--- config.mk ---
export PLATFORM = sky130hd
export DESIGN_NAME = sample_u_stream
export DESIGN_NICKNAME = d
export VERILOG_FILES = /design/src/rtl/sample_u_stream.sv
export SDC_FILE = /design/constraint.sdc
export NUM_CORES = 2
export LEC_CHECK = 0
export CAP_MARGIN = 20
export CELL_PAD_IN_SITES_DETAIL_PLACEMENT = 0
export CELL_PAD_IN_SITES_GLOBAL_PLACEMENT = 1
export CORE_MARGIN = 2
export CORE_UTILIZATION = 45
export DETAILED_ROUTE_END_ITERATION = 16
export PLACE_DENSITY = 0.74
export SKIP_LAST_GASP = 1
export SYNTH_ARGS = -nofsm -noshare
export SYNTH_HDL_FRONTEND = slang
export SYNTH_SLANG_ARGS = --single-unit
--- constraint.sdc ---
create_clock -name clk -period 18 [get_ports clk]
set_input_delay 3.6 -clock clk [delete_from_list [all_inputs] [get_ports clk]]
set_output_delay 3.6 -clock clk [all_outputs]
set_load 0.01 [all_outputs]
--- src/rtl/sample_u_stream.sv ---
// Streaming centred-uniform sampler: unpacks u-bit fields from a packed random
// bit stream, centres them around zero and lifts negatives into [0, Q).
module sample_u_stream #(
    parameter int            DIN_W = 48,
    parameter int            U_MAX = 41,
    parameter int            LANES = 2,
    parameter int            QW    = 49,
    parameter logic [QW-1:0] Q     = 49'h1f41002f80001,
    parameter int            CNT_W = 16
) (
    input  logic                clk,
    input  logic                rst_n,
    input  logic                start,
    input  logic [5:0]          u,
    input  logic [CNT_W-1:0]    n_coeff,
    input  logic [DIN_W-1:0]    din,
    input  logic                din_valid,
    output logic                din_ready,
    output logic [LANES*QW-1:0] dout,
    output logic [LANES-1:0]    dout_lanes,
    output logic                dout_valid,
    input  logic                dout_ready,
    output logic                busy,
    output logic                done,
    output logic                err
);

    localparam int BUF_W  = DIN_W + LANES*U_MAX;
    localparam int FILL_W = $clog2(BUF_W + 1);
    localparam int SW     = U_MAX + 1;
    localparam int RB_W   = CNT_W + 6;

    localparam logic [1:0] IDLE  = 2'd0;
    localparam logic [1:0] RUN   = 2'd1;
    localparam logic [1:0] DRAIN = 2'd2;

    logic [1:0]          state;
    logic [5:0]          u_q;
    logic [CNT_W-1:0]    n_q;
    logic [CNT_W-1:0]    ext_cnt;
    logic [BUF_W-1:0]    bit_buf;
    logic [FILL_W-1:0]   fill;
    logic [RB_W-1:0]     rem_bits;

    logic [LANES*SW-1:0] s_data;
    logic [LANES-1:0]    s_lanes;
    logic                s_valid;
    logic                s_last;
    logic                dout_last;

    logic                en;
    logic                acc;
    logic                ext;
    logic                last_ext;
    logic [CNT_W-1:0]    remaining;
    logic [CNT_W-1:0]    lanes_now;
    logic [FILL_W-1:0]   ext_bits;
    logic [FILL_W-1:0]   fill_after;
    logic [FILL_W-1:0]   fill_next;
    logic [BUF_W-1:0]    buf_next;
    logic [LANES*SW-1:0] s_next;
    logic [LANES-1:0]    lane_mask;
    logic [LANES*QW-1:0] lifted;

    // din_ready is a function of registered state only, so no valid->ready path.
    assign busy      = (state != IDLE);
    assign en        = !dout_valid || dout_ready;
    assign remaining = n_q - ext_cnt;
    assign lanes_now = (remaining >= CNT_W'(LANES)) ? CNT_W'(LANES) : remaining;
    assign ext_bits  = FILL_W'(lanes_now * CNT_W'(u_q));
    assign din_ready = (state == RUN) && (fill <= FILL_W'(LANES*U_MAX)) && (rem_bits != '0);
    assign acc       = din_valid && din_ready;
    assign ext       = (state == RUN) && en && (fill >= ext_bits);
    assign last_ext  = ext && ((ext_cnt + lanes_now) == n_q);

    // Extraction shifts the buffer down first; a word accepted in the same
    // cycle lands directly above whatever is left.
    assign fill_after = ext ? fill - ext_bits : fill;
    assign fill_next  = fill_after + (acc ? FILL_W'(DIN_W) : '0);
    assign buf_next   = (ext ? (bit_buf >> ext_bits) : bit_buf)
                      | (acc ? (BUF_W'(din) << fill_after) : '0);

    always_comb begin
        logic [BUF_W-1:0] shifted;
        logic [SW-1:0]    msk;
        logic [SW-1:0]    mid;
        logic [SW-1:0]    x;
        // NOTE: every variable gets a default before the loop so no path leaves
        // it unassigned; otherwise synthesis infers a latch. Blocking '=' is
        // correct here because this is combinational logic, not state.
        s_next    = '0;
        lane_mask = '0;
        msk       = (SW'(1) << u_q) - SW'(1);
        mid       = SW'(1) << (u_q - 6'd1);
        for (int k = 0; k < LANES; k++) begin
            shifted = bit_buf >> (FILL_W'(k) * FILL_W'(u_q));
            x       = shifted[SW-1:0] & msk;
            if (CNT_W'(k) < lanes_now) begin
                lane_mask[k]        = 1'b1;
                s_next[k*SW +: SW]  = (x ^ mid) - mid;
            end
        end
    end

    always_comb begin
        logic signed [SW-1:0] sk;
        logic signed [QW-1:0] se;
        lifted = '0;
        for (int k = 0; k < LANES; k++) begin
            sk = s_data[k*SW +: SW];
            se = sk;
            lifted[k*QW +: QW] = se + (Q & {QW{sk[SW-1]}});
        end
    end

    // NOTE: sequential state uses non-blocking '<=' so every flop samples the
    // pre-edge values regardless of statement order.
    always_ff @(posedge clk or negedge rst_n) begin
        if (!rst_n) begin
            state    <= IDLE;
            u_q      <= '0;
            n_q      <= '0;
            ext_cnt  <= '0;
            bit_buf  <= '0;
            fill     <= '0;
            rem_bits <= '0;
            done     <= 1'b0;
            err      <= 1'b0;
        end else begin
            done <= 1'b0;
            err  <= 1'b0;
            case (state)
                IDLE: begin
                    if (start) begin
                        if (u == '0 || u > 6'(U_MAX) || n_coeff == '0) begin
                            err <= 1'b1;
                        end else begin
                            u_q      <= u;
                            n_q      <= n_coeff;
                            ext_cnt  <= '0;
                            bit_buf  <= '0;
                            fill     <= '0;
                            rem_bits <= RB_W'(n_coeff) * RB_W'(u);
                            state    <= RUN;
                        end
                    end
                end
                RUN: begin
                    bit_buf <= buf_next;
                    fill    <= fill_next;
                    if (acc)
                        rem_bits <= (rem_bits > RB_W'(DIN_W)) ? rem_bits - RB_W'(DIN_W) : '0;
                    if (ext)
                        ext_cnt <= ext_cnt + lanes_now;
                    if (last_ext)
                        state <= DRAIN;
                end
                DRAIN: begin
                    if (dout_valid && dout_ready && dout_last) begin
                        done  <= 1'b1;
                        state <= IDLE;
                    end
                end
                default: state <= IDLE;
            endcase
        end
    end

    // Two-stage pipeline; both stages freeze together when the output stalls.
    always_ff @(posedge clk or negedge rst_n) begin
        if (!rst_n) begin
            s_data     <= '0;
            s_lanes    <= '0;
            s_valid    <= 1'b0;
            s_last     <= 1'b0;
            dout       <= '0;
            dout_lanes <= '0;
            dout_valid <= 1'b0;
            dout_last  <= 1'b0;
        end else if (en) begin
            s_valid    <= ext;
            s_last     <= last_ext;
            s_lanes    <= ext ? lane_mask : '0;
            s_data     <= ext ? s_next : '0;
            dout_valid <= s_valid;
            dout_last  <= s_last;
            dout_lanes <= s_lanes;
            dout       <= lifted;
        end
    end

endmodule
Yosys cells after proc, flatten, opt, wreduce, memory -nomap -nowiden. Cells that the tools add are included.

Memory bits (writable): 0. Memories: 0. Memory bits (read-only): 0. Bits in latches: 0. Bits of input ports: 75. Output and inout bits: 105. Logic and storage cells: 116. Register bits after elaboration: 392.

Multipliers: 2. Add/subtract/negate cells: 11. Div/mod/pow operators: 0. Reductions and logical operators: 23. Bitwise gates (word level): 6. Order comparisons: 7. Multiplexer cells: 36. Equal/unequal tests: 9. Shift-type cells: 5.

Operator list (number): $mux 130 (4); $pmux 130 s2 (1); $or 130x130->130 (1); $shl 48x8->130 (1); $shr 130x6->42 (1); $shr 130x8->130 (1); $add 42x45->46 (2); $mux 22 (4); $and 42x42->42 (2); $mux 42 (2); $mux 84 (1); $shl 1x6->42 const A (2); $sub 42x42->42 (2); $xor 42x42->42 (2); $mux 16 (4); $pmux 22 s2 (1); $sub 42x2->42 const B (1); $lt 1x16->1 const A (2); $pmux 16 s2 (1); $mux 8 (3); $gt 22x6->1 const B (1); $mul 16x6->22 (1); $reduce_bool 22->1 (1); $sub 22x6->22 const B (1); other kinds (29) (57).

Depth between registers and ports, before layout.
Word-level depth: 11. Mapped depth: 43. Depth with buffers taken out: 36.

Least setup slack after synthesis. Ideal clock, no wire load.

Kind: reg2reg. Start: register n_q[0]. End: register fill[7]. Setup slack: 8.237 ns. Cell stages (with the launch flop): 42. Arrival time: 9.630 ns. Path buffers: 8. Setup time: 0.133 ns. Data required time: 17.867 ns. Period minus slack after synthesis: 9.763 ns. Cell sequence: dfrtp_1 -> inv_1 -> ha_1 -> inv_1 -> fa_1 -> a211oi_1 -> o21ai_1 -> a31oi_1 -> xnor2_1 -> a211o_1 -> nor4_1 -> nand3b_1 -> inv_1 -> nor2_1 -> fa_1 -> ha_1 -> ha_1 -> ha_1 -> [6 not listed] -> and4_1 -> a211oi_1 -> o21ai_0 -> maj3_1 -> o21ai_2 -> clkbuf_1 -> nand2_1 -> o21ai_1 -> clkbuf_1 -> buf_1 -> clkbuf_1 -> ha_1 -> a21oi_1 -> nor2_1 -> xor2_1 -> nor2_1 -> o21ai_0 -> o21ai_0.

Longest elaborated chain between the ends: 9. Elaborated cells between the ends (all ways): 10. Classes of those cells: 3 x add/sub; 1 x mul; 2 x order compare; 3 x mux; 1 x reduce/logical.

RTL lines: start, declared (RTL line 39) `logic [CNT_W-1:0] n_q;`; start signal, assigned (RTL line 139) `n_q <= n_coeff;`; $sub 16x16->16 * (RTL line 68) `assign remaining = n_q - ext_cnt;`; $ge 16x2->1 (RTL line 69) `assign lanes_now = (remaining >= CNT_W'(LANES)) ? CNT_W'(LANES) : remaining;`; $mux 16 * (RTL line 69); $mul 16x6->8 * (RTL line 70) `assign ext_bits = FILL_W'(lanes_now * CNT_W'(u_q));`; $ge 8x8->1 (RTL line 73) `assign ext = (state == RUN) && en && (fill >= ext_bits);`; $logic_and 1x1->1 (RTL line 73); $mux 8 * (RTL line 78) `assign fill_after = ext ? fill - ext_bits : fill;`; $add 8x6->8 * (RTL line 79) `assign fill_next = fill_after + (acc ? FILL_W'(DIN_W) : '0);`; $pmux 8 s2 * (RTL line 132) `case (state)`; end signal, assigned (RTL line 150) `fill <= fill_next;`; end, declared (RTL line 42) `logic [FILL_W-1:0] fill;`.

Mark *: on every way between the ends. The rest lies on a longest branch, timed or not. A chain may end at the register's enable or synchronous reset.

Worst setup path in the final report.
Start: register n_q[0]. End: register bit_buf[62].

Longest elaborated chain between the ends: 11. Elaborated cells between the ends (all ways): 14. Classes of those cells: 2 x add/sub; 1 x mul; 2 x order compare; 2 x shift; 5 x mux; 1 x bitwise; 1 x reduce/logical.

RTL lines: $sub 16x16->16 * (RTL line 68); $ge 16x2->1 (RTL line 69); $mux 16 * (RTL line 69); $mul 16x6->8 * (RTL line 70); $ge 8x8->1 (RTL line 73); $logic_and 1x1->1 (RTL line 73); $mux 8 (RTL line 78); $shl 48x8->130 (RTL line 81) `| (acc ? (BUF_W'(din) << fill_after) : '0);`; $mux 130 (RTL line 81); $or 130x130->130 * (RTL line 81); $pmux 130 s2 * (RTL line 132); end signal, assigned (RTL line 149) `bit_buf <= buf_next;`; end, declared (RTL line 41) `logic [BUF_W-1:0] bit_buf;`.

Marks and branches as above.

==> results_dict.tcl <==
set metrics [dict create \
    outcome "finished with violations" \
    violations "design-rule violations, max-slew violations" \
    worstSetupPathType "register to register" \
    overflow 0 \
    syn_area_um2 48590 \
    portBuffers 177 \
    ys.flop_type "dfrtp_1" \
    grt_first_pass_wirelength_um 318100 \
    slowest_stage "a222oi_1" \
    max_slew.worst_pin.slew_ns 1.539 \
    rows 120 \
    clkSinkCount 382 \
    io-pin-count 180 \
    final_common_cell "nand2_1" \
    start_util_pct 45.39 \
    core_area_um2 107100 \
    synth-edff-count 0 \
    clock_skew_ns 0.07039 \
    syn_inst 5664 \
    finalCriticalPeriod_ns 11.95 \
    ys_types 118 \
    async_reset_ff_share_pct 100.0 \
    first_pass_iters 14 \
    cts.repair.resized 0 \
    clk_latency_ns 0.70 \
    nNetsFinal 5945 \
    tns_ns 0 \
    yosys.area.top_type_share_pct 19.67 \
    syn2layout_area_growth_pct 9.322 \
    timing.final.crit_share_pct 66.41 \
    clockBufferDepth 3 \
    hold_buffers 0 \
    peakVddDrop_uv 219.5 \
    hold_viol_final 0 \
    synth_warnings 0 \
    max_freq_mhz 83.65 \
    power-per-cell-area_nw_per_um2 224.2 \
    slew_headroom_pct -2.581 \
    setup_viol 0 \
    ys_ff_latch 382 \
    first_iter_violations 6762 \
    path_clk_slew_ns 0.05 \
    die_y_um 332.6 \
    gp_congestion 1.109 \
    root_buffer "clkbuf_16" \
    synth.avg_cell_area_um2 8.579 \
    synth-seq-area-share_pct 19.67 \
    cp.arrival_ns 12.54 \
    drive_above_1_share_pct 12.42 \
    post_cts_buffers 0 \
    vias 48780 \
    cp_max_fo 59 \
    cts_buffers 48 \
    drc 3 \
    viasPerCell 6.909 \
    wl_per_cell_um 30.86 \
    startpoint_type "register" \
    die_area_um2 110600 \
    rsz0062_at_grt "false" \
    htree_levels 2 \
    hpwl_um 164500 \
    grt_max_degree 145 \
    num-fill-cells 10430 \
    finalMaxSlewViolations 12 \
    antenna_found_initial 12 \
    final_cell_count_no_fill 7061 \
    die_w_um 332.6 \
    synth_area_leader_cell "dfrtp_1" \
    grtUsageTotal_pct 38.27 \
    wl_um 217900 \
    p_leak_uw 0.02199 \
    cap_violations 0 \
    final_cell_mix "nand2_1, mux2i_1, o21ai_0" \
    dpl.cell_count 6966 \
    max_stage_delay_ns 1.30 \
    crit_path_end_kind "register" \
    fin_total_pwr_uw 11910 \
    grt_pass1_vias 46480 \
    hold_class "register to register" \
    antenna_left 0 \
    cts_tree "built" \
    required_ns 18.58 \
    synth_area_leaders "dfrtp_1, mux2i_1, mux4_2" \
]
[area by class of cell]
class,instances,area (um^2),area share [%]
timing repair buffer,319,2875,5.413
clock buffer,73,1426,2.685
inverter,194,737.0,1.387
tap,1403,1755,3.305
sequential,382,9572,18.02
antenna,5,12.51,0.02355
clock inverter,12,196.4,0.3698
multi-input combinational,4673,36540,68.80
[path summary, 6_finish.rpt]
kind                                        from                 endpoint  slack (ns)  depth (start not counted)
hold reg to reg            dout_last$_DFFE_PN0N_    dout_last$_DFFE_PN0N_        0.46                          2
setup reg to reg              n_q[0]$_DFFE_PN0P_  bit_buf[62]$_DFFE_PN0P_        6.05                         34
setup / recovery              n_q[0]$_DFFE_PN0P_  bit_buf[62]$_DFFE_PN0P_        6.05                         34
hold / removal             dout_last$_DFFE_PN0N_    dout_last$_DFFE_PN0N_        0.46                          2
max in group asynchronous                  rst_n  bit_buf[65]$_DFFE_PN0P_       13.12                          3
min in group asynchronous                  rst_n     dout[66]$_DFFE_PN0N_        2.88                          1
[routing by layer]
layer  track usage (%)  up-vias  share of wire, %
met5            0.3908        -             0.059
met4             23.00       12               7.4
met3             11.66      801                11
met2             58.56     3312                44
met1             47.36    23660                38
li1                  -    21000                 -
[logic make-up (layout without fill, tap and decap cells)]
kind of cell,after synthesis,after routing,synth area share (%)
adders and majority gates,254,254,7.674
xor gates and xnor gates,305,305,5.498
and+or+nand+nor,1716,1716,15.71
muxes,916,916,25.44
DFF,382,382,19.67
buffers and inverters,637,598,5.657
other,2,35,0.01546
AOI/OAI and AO/OA,1452,1452,20.33
[synth_stat cells (41+ instances only)]
cell type,count
inv_1,185
buf_1,64
o22ai_1,52
a22o_1,54
clkbuf_1,278
a22oi_1,93
nor4_1,41
mux4_2,238
o21ai_0,384
nand2_1,823
xor2_1,161
nand3_1,98
and2_1,42
ha_1,178
nor2_1,378
nor3_1,98
o211ai_1,62
fa_1,74
xnor2_1,144
a221oi_1,51
buf_2,47
a21oi_1,257
mux2_2,123
mux2i_1,551
dfrtp_1,382
[sequential cells by signal, summed over array words and instances, names as in the netlist, 2 cells and up]
signal      flops
s_lanes         2
fill            8
rem_bits       22
n_q            16
state           2
dout           88
bit_buf       130
dout_lanes      2
s_data         84
u_q             6
ext_cnt        16
[stage by stage]
step	hold WS [ns]	setup slack (ns)	cell area (um^2)	util, %
floorplan	0.4346	8.237	48690	-
global placement	0.4516	6.442	51430	48.04
detailed placement	0.4574	6.454	51430	48.04
CTS	0.4702	6.434	53050	49.55
global route	0.4916	5.726	53110	49.61
finish	0.4643	6.046	53120	49.62
[worst max-delay path, delay by kind of cell (launching register included)]
family / cells / cell delay, ns
buffers and inverters: 7 / 2.24
adder cells (fa/ha/maj): 9 / 3.52
AO/OA/AOI/OAI: 10 / 4.04
flip-flops: 1 / 0.39
XOR/XNOR: 1 / 0.09
AND/OR/NAND/NOR: 6 / 1.28
multiplexers: 1 / 0.28
[power breakdown]
part | total, uW | switching (uW) | leakage, uW | internal, uW
clock network | 1040 | 439 | 0.000797 | 602
logic | 9190 | 6110 | 0.0162 | 3080
registers | 1680 | 518 | 0.00496 | 1160
No activity file was read; power rests on OpenSTA's default activity.
